$ cat src/rtl/rr_arb2_stream_if.sv
// Stream bundle for the two-input round-robin arbiter: two source
// channels, one registered output channel, and the mux select / busy status.
interface rr_arb2_stream_if #(
  parameter int W = 8
);
  logic         in0_valid;
  logic [W-1:0] in0_data;
  logic         in0_last;
  logic         in0_ready;

  logic         in1_valid;
  logic [W-1:0] in1_data;
  logic         in1_last;
  logic         in1_ready;

  logic         out_valid;
  logic [W-1:0] out_data;
  logic         out_last;
  logic         out_ready;

  logic         sel;
  logic         busy;

  // Environment side: drives the sources and the downstream ready
  modport master (
    output in0_valid, in0_data, in0_last,
    input  in0_ready,
    output in1_valid, in1_data, in1_last,
    input  in1_ready,
    input  out_valid, out_data, out_last,
    output out_ready,
    input  sel, busy
  );

  // Arbiter side
  modport slave (
    input  in0_valid, in0_data, in0_last,
    output in0_ready,
    input  in1_valid, in1_data, in1_last,
    output in1_ready,
    output out_valid, out_data, out_last,
    input  out_ready,
    output sel, busy
  );
endinterface

$ cat src/rtl/rr_arb2_stream.sv
// Two-input round-robin stream arbiter with a one-entry registered output
// stage. The grant is held for a whole packet when PKT_LOCK is set, so
// packets from the two sources never interleave. sel feeds the downstream
// 2:1 mux and only changes when a new grant is issued from IDLE.
module rr_arb2_stream #(
  parameter int W        = 8,
  parameter bit PKT_LOCK = 1'b1
) (
  input logic              clk,
  input logic              rst_n,
  rr_arb2_stream_if.slave  bus
);

  typedef enum logic [1:0] {
    IDLE   = 2'd0,
    GRANT0 = 2'd1,
    GRANT1 = 2'd2
  } state_t;

  state_t       state;
  logic         ptr;
  logic         sel_q;
  logic         out_valid_q;
  logic [W-1:0] out_data_q;
  logic         out_last_q;

  logic         out_free;
  logic         rdy0;
  logic         rdy1;
  logic         acc0;
  logic         acc1;

  // Ready only for the granted source, and only when the output slot is
  // empty or draining this cycle; an accepted beat is valid && ready.
  always_comb begin
    out_free = !out_valid_q || bus.out_ready;
    rdy0     = (state == GRANT0) && out_free;
    rdy1     = (state == GRANT1) && out_free;
    acc0     = bus.in0_valid && rdy0;
    acc1     = bus.in1_valid && rdy1;
  end

  assign bus.in0_ready = rdy0;
  assign bus.in1_ready = rdy1;
  assign bus.out_valid = out_valid_q;
  assign bus.out_data  = out_data_q;
  assign bus.out_last  = out_last_q;
  assign bus.sel       = sel_q;
  assign bus.busy      = (state != IDLE) || out_valid_q;

  // Grant FSM, round-robin pointer and output register, all in one process.
  // The pointer flips to the other source on every grant so that a
  // contended IDLE cycle always favours whoever was served less recently.
  always_ff @(posedge clk) begin
    if (!rst_n) begin
      state       <= IDLE;
      ptr         <= 1'b0;
      sel_q       <= 1'b0;
      out_valid_q <= 1'b0;
      out_data_q  <= '0;
      out_last_q  <= 1'b0;
    end else begin
      if (acc0) begin
        out_valid_q <= 1'b1;
        out_data_q  <= bus.in0_data;
        out_last_q  <= bus.in0_last;
      end else if (acc1) begin
        out_valid_q <= 1'b1;
        out_data_q  <= bus.in1_data;
        out_last_q  <= bus.in1_last;
      end else if (out_valid_q && bus.out_ready) begin
        out_valid_q <= 1'b0;
      end

      case (state)
        IDLE: begin
          if (bus.in0_valid && (!bus.in1_valid || !ptr)) begin
            state <= GRANT0;
            sel_q <= 1'b0;
            ptr   <= 1'b1;
          end else if (bus.in1_valid) begin
            state <= GRANT1;
            sel_q <= 1'b1;
            ptr   <= 1'b0;
          end
        end
        GRANT0: begin
          if (acc0 && (!PKT_LOCK || bus.in0_last)) begin
            state <= IDLE;
          end
        end
        GRANT1: begin
          if (acc1 && (!PKT_LOCK || bus.in1_last)) begin
            state <= IDLE;
          end
        end
        default: state <= IDLE;
      endcase
    end
  end

endmodule
$ cat src/flat_wrapper.sv
// flat-port wrapper written by rule: the top's interface ports become plain ports
module rr_arb2_stream_flat 
#(
  parameter int W        = 8,
  parameter bit PKT_LOCK = 1'b1
)
  (clk, rst_n, bus_in0_valid, bus_in0_data, bus_in0_last, bus_in0_ready, bus_in1_valid, bus_in1_data, bus_in1_last, bus_in1_ready, bus_out_valid, bus_out_data, bus_out_last, bus_out_ready, bus_sel, bus_busy);
  rr_arb2_stream_if #(.W(W)) bus_i ();
  input logic clk;
  input logic rst_n;
  input wire logic [$bits(bus_i.in0_valid)-1:0] bus_in0_valid;
  input wire logic [$bits(bus_i.in0_data)-1:0] bus_in0_data;
  input wire logic [$bits(bus_i.in0_last)-1:0] bus_in0_last;
  output wire logic [$bits(bus_i.in0_ready)-1:0] bus_in0_ready;
  input wire logic [$bits(bus_i.in1_valid)-1:0] bus_in1_valid;
  input wire logic [$bits(bus_i.in1_data)-1:0] bus_in1_data;
  input wire logic [$bits(bus_i.in1_last)-1:0] bus_in1_last;
  output wire logic [$bits(bus_i.in1_ready)-1:0] bus_in1_ready;
  output wire logic [$bits(bus_i.out_valid)-1:0] bus_out_valid;
  output wire logic [$bits(bus_i.out_data)-1:0] bus_out_data;
  output wire logic [$bits(bus_i.out_last)-1:0] bus_out_last;
  input wire logic [$bits(bus_i.out_ready)-1:0] bus_out_ready;
  output wire logic [$bits(bus_i.sel)-1:0] bus_sel;
  output wire logic [$bits(bus_i.busy)-1:0] bus_busy;
  assign bus_i.in0_valid = bus_in0_valid;
  assign bus_i.in0_data = bus_in0_data;
  assign bus_i.in0_last = bus_in0_last;
  assign bus_in0_ready = bus_i.in0_ready;
  assign bus_i.in1_valid = bus_in1_valid;
  assign bus_i.in1_data = bus_in1_data;
  assign bus_i.in1_last = bus_in1_last;
  assign bus_in1_ready = bus_i.in1_ready;
  assign bus_out_valid = bus_i.out_valid;
  assign bus_out_data = bus_i.out_data;
  assign bus_out_last = bus_i.out_last;
  assign bus_i.out_ready = bus_out_ready;
  assign bus_sel = bus_i.sel;
  assign bus_busy = bus_i.busy;
  rr_arb2_stream #(.W(W), .PKT_LOCK(PKT_LOCK)) u_core (.clk(clk), .rst_n(rst_n), .bus(bus_i));
endmodule
$ cat config.mk
export PLATFORM = sky130hd
export DESIGN_NAME = rr_arb2_stream_flat
export DESIGN_NICKNAME = d
export VERILOG_FILES = /design/src/rtl/rr_arb2_stream_if.sv /design/src/rtl/rr_arb2_stream.sv /design/src/flat_wrapper.sv
export SDC_FILE = /design/constraint.sdc
export NUM_CORES = 1
export LEC_CHECK = 0
export BUFFER_PORTS_ARGS = -buffer_cell sky130_fd_sc_hd__buf_4
export CAP_MARGIN = 20
export CORE_UTILIZATION = 40
export CTS_CLUSTER_DIAMETER = 100
export DETAILED_ROUTE_END_ITERATION = 12
export PLACE_DENSITY = 0.71
export SYNTH_ARGS = -nofsm -noshare
export SYNTH_HDL_FRONTEND = slang
export SYNTH_SLANG_ARGS = --single-unit
$ cat constraint.sdc
create_clock -name clk -period 2.6 [get_ports clk]
set_input_delay 0.52 -clock clk [delete_from_list [all_inputs] [get_ports clk]]
set_output_delay 0.52 -clock clk [all_outputs]
set_load 0.1 [all_outputs]
==> results.py <==
metrics = {
    "status": {
        "status": "finished, final reports clean",
    },
    "placement": {
        "port_buffers": 36,
        "gp_congestion": 0.8024,
        "dp_hpwl_um": 1277,
    },
    "job": {
        "cap_violations": 0,
    },
    "die": {
        "io_pins": 37,
        "die_y_um": 44.96,
        "die_x_um": 44.96,
        "rows": 15,
        "core_um2": 1727,
        "initial_core_util": 0.4275,
        "die_area_um2": 2021,
    },
    "sta": {
        "tns_ns": 0,
        "worst_slew_pin_slew_ns": 0.4173,
        "timing.fmax_mhz": 486.5,
        "hold_viol_final": 0,
        "finalMaxSlewViolations": 0,
        "holdWs_ns": 0.4816,
        "max-slew-margin-rel": 0.7214,
        "rsz0062_at_grt": "false",
        "setup_viol": 0,
        "skew_ns": 0.001513,
        "min_period_ns": 2.055,
        "period_share": 0.7905,
    },
    "logic_synthesis": {
        "synth_cells": 83,
        "yosysWarnings": 0,
        "synth.avg_cell_area_um2": 8.894,
        "yosysTopAreaCell": "dfxtp_1",
        "ys_seq_area_frac": 0.3797,
        "netlist_top_cells_count": "nand2_1 (16), dfxtp_1 (14), a31oi_1 (8), o21ai_0 (8), nand2b_1 (3)",
        "netlist_area_um2": 738.2,
        "synth_nets": 106,
        "ys_ff_latch": 14,
        "synth_most_common_cell": "nand2_1",
        "ys.flop_type": "dfxtp_1",
        "async_flop_share": 0,
        "synth.area.top_cells": "dfxtp_1 (38%), nand2_1 (8.1%), a31oi_1 (6.8%)",
        "synth_edf_count": 0,
        "yosysTopAreaCellShare": 0.3797,
        "synth.distinct_cells": 33,
    },
    "power_and_ir_drop": {
        "swShare": 0.4480,
        "p_clk_frac": 0.219,
        "p_leak_nw": 0.4856,
        "total_power_w": 0.0007462,
        "pwr-share-comb": 0.434,
        "powerDensity_nw_per_um2": 717.7,
        "peakVddDrop_mv": 0.3553,
        "p_seq_frac": 0.348,
        "internal_power_w": 0.0004119,
        "switching_power_w": 0.0003343,
    },
    "grt": {
        "grt_use_total": 0.1965,
        "grt_pass1_vias": 681,
        "grt_max_degree": 17,
        "antenna_found_initial": 0,
        "grt_overflow_total": 0,
        "grt_first_pass_wirelength_um": 2877,
    },
    "cells_and_area": {
        "antennaDiodeCount": 0,
        "multiInputGateArea_um2": 414.1,
        "nets": 142,
        "n_fill_cell": 178,
        "syn_to_final_growth_pct": 40.85,
        "fin_util": 0.6022,
        "regArea_um2": 280.3,
        "final_layout_size_suffix_gt1_frac": 0.4153,
    },
    "worst_setup_path": {
        "cp_max_fo": 10,
        "end_kind": "primary output",
        "reg2reg_depth": 4,
        "worstSetupStartpointType": "register",
        "path_class": "register to primary output",
        "required_ns": 2.08,
        "arrival_ns": 1.54,
    },
    "clock_tree": {
        "ctsResizeCount": 0,
        "h-tree-depth": 1,
        "cts_sinks": 14,
        "path_clk_slew_ns": 0.09,
        "cts_made_buffers": 3,
        "clock_latency_ns": 0.28,
        "cts_tree": "built",
        "cts-root-buf": "clkbuf_4",
        "cts_hold_buffers": 0,
        "cts_buffer_depth": 2,
        "postCtsSetupBuffers": 0,
    },
    "route": {
        "viasPerCell": 5.035,
        "drt_iter0_markers": 18,
        "vias": 720,
        "wl_per_cell_um": 12.26,
        "drcViolationCount": 0,
        "postRouteAntennaNets": 0,
        "first_pass_iters": 4,
        "drt-total-wl_um": 1753,
    },
    "hold_path": {
        "hp-class": "register to register",
        "min_path_cells": 2,
    },
}
cells by family after synthesis:
logic type             synth area share
and+or+nand+nor                  0.2949
AOI/OAI and AO/OA                0.2577
buffers and inverters           0.06779
DFF                              0.3797
metal layers:
metal	vias up	routed length, um	track usage
li1	367	-	-
met1	327	793	0.2494
met2	26	873	0.3304
met3	0	86	0.04800
met4	0	0	0.05455
met5	-	0	0
registers in the layout, summed over array words and instances (netlist names):
name / cells
u_core.state: 2
u_core.bus.out_valid: 1
u_core.bus.out_last: 1
u_core.bus.out_data: 8
u_core.bus.sel: 1
u_core.ptr: 1
layout make-up:
type | count | area share
Clock buffer | 4 | 0.03490
Inverter | 2 | 0.007220
Multi-Input combinational cell | 62 | 0.3983
Sequential cell | 14 | 0.2696
Tap cell | 25 | 0.03008
Timing Repair Buffer | 36 | 0.2599
final timing paths:
check                                     start                     end  slack, ns
worst max register to register  u_core.state[0]  u_core.bus.out_data[2]       1.06
worst min-delay path                 u_core.ptr              u_core.ptr       0.48
worst min register to register       u_core.ptr              u_core.ptr       0.48
worst max-delay path            u_core.state[0]           bus_in0_ready       0.54
metrics by stage:
stage / cell area (um2) / cells / setup slack [ns]
2_1_floorplan: 744.5 / 83 / 0.1436
3_3_place_gp: 1003 / 139 / 0.6792
3_5_place_dp: 1003 / 139 / 0.6693
4_1_cts: 1040 / 143 / 0.5406
5_1_grt: 1040 / 143 / 0.4780
6_report: 1040 / 143 / 0.5446
critical path: stages, from the launching register on:
cell and delay [ns]:
dfxtp_1 0.58, nor2b_4 0.25, and2_1 0.14, buf_4 0.28
power by group through the flow:
stage               clock network, W  registers, W  logic, W
global route                0.000172      0.000263  0.000339
finish                      0.000163      0.000259  0.000324
CTS                         0.000165      0.000259  0.000326
detailed placement                 0      0.000263  0.000325
global placement                   0      0.000263  0.000322
floorplan                          0      0.000377  0.000139
placed cells by master, fill, tap and decap left out, drive strengths merged:
cell / count
dfxtp: 14
a22oi: 1
clkbuf: 4
a31oi: 8
buf: 36
o21ai: 10
and3: 1
nor2: 1
nand3b: 3
nor3b: 2
o31ai: 1
or3: 1
nor2b: 2
a21boi: 2
inv: 2
nand2: 16
nand3: 2
and2: 1
a32oi: 1
nand4: 1
a21bo: 1
and2b: 1
a21oi: 3
nand2b: 3
o21a: 1
Note: power is estimated with default switching activity, not from simulation.
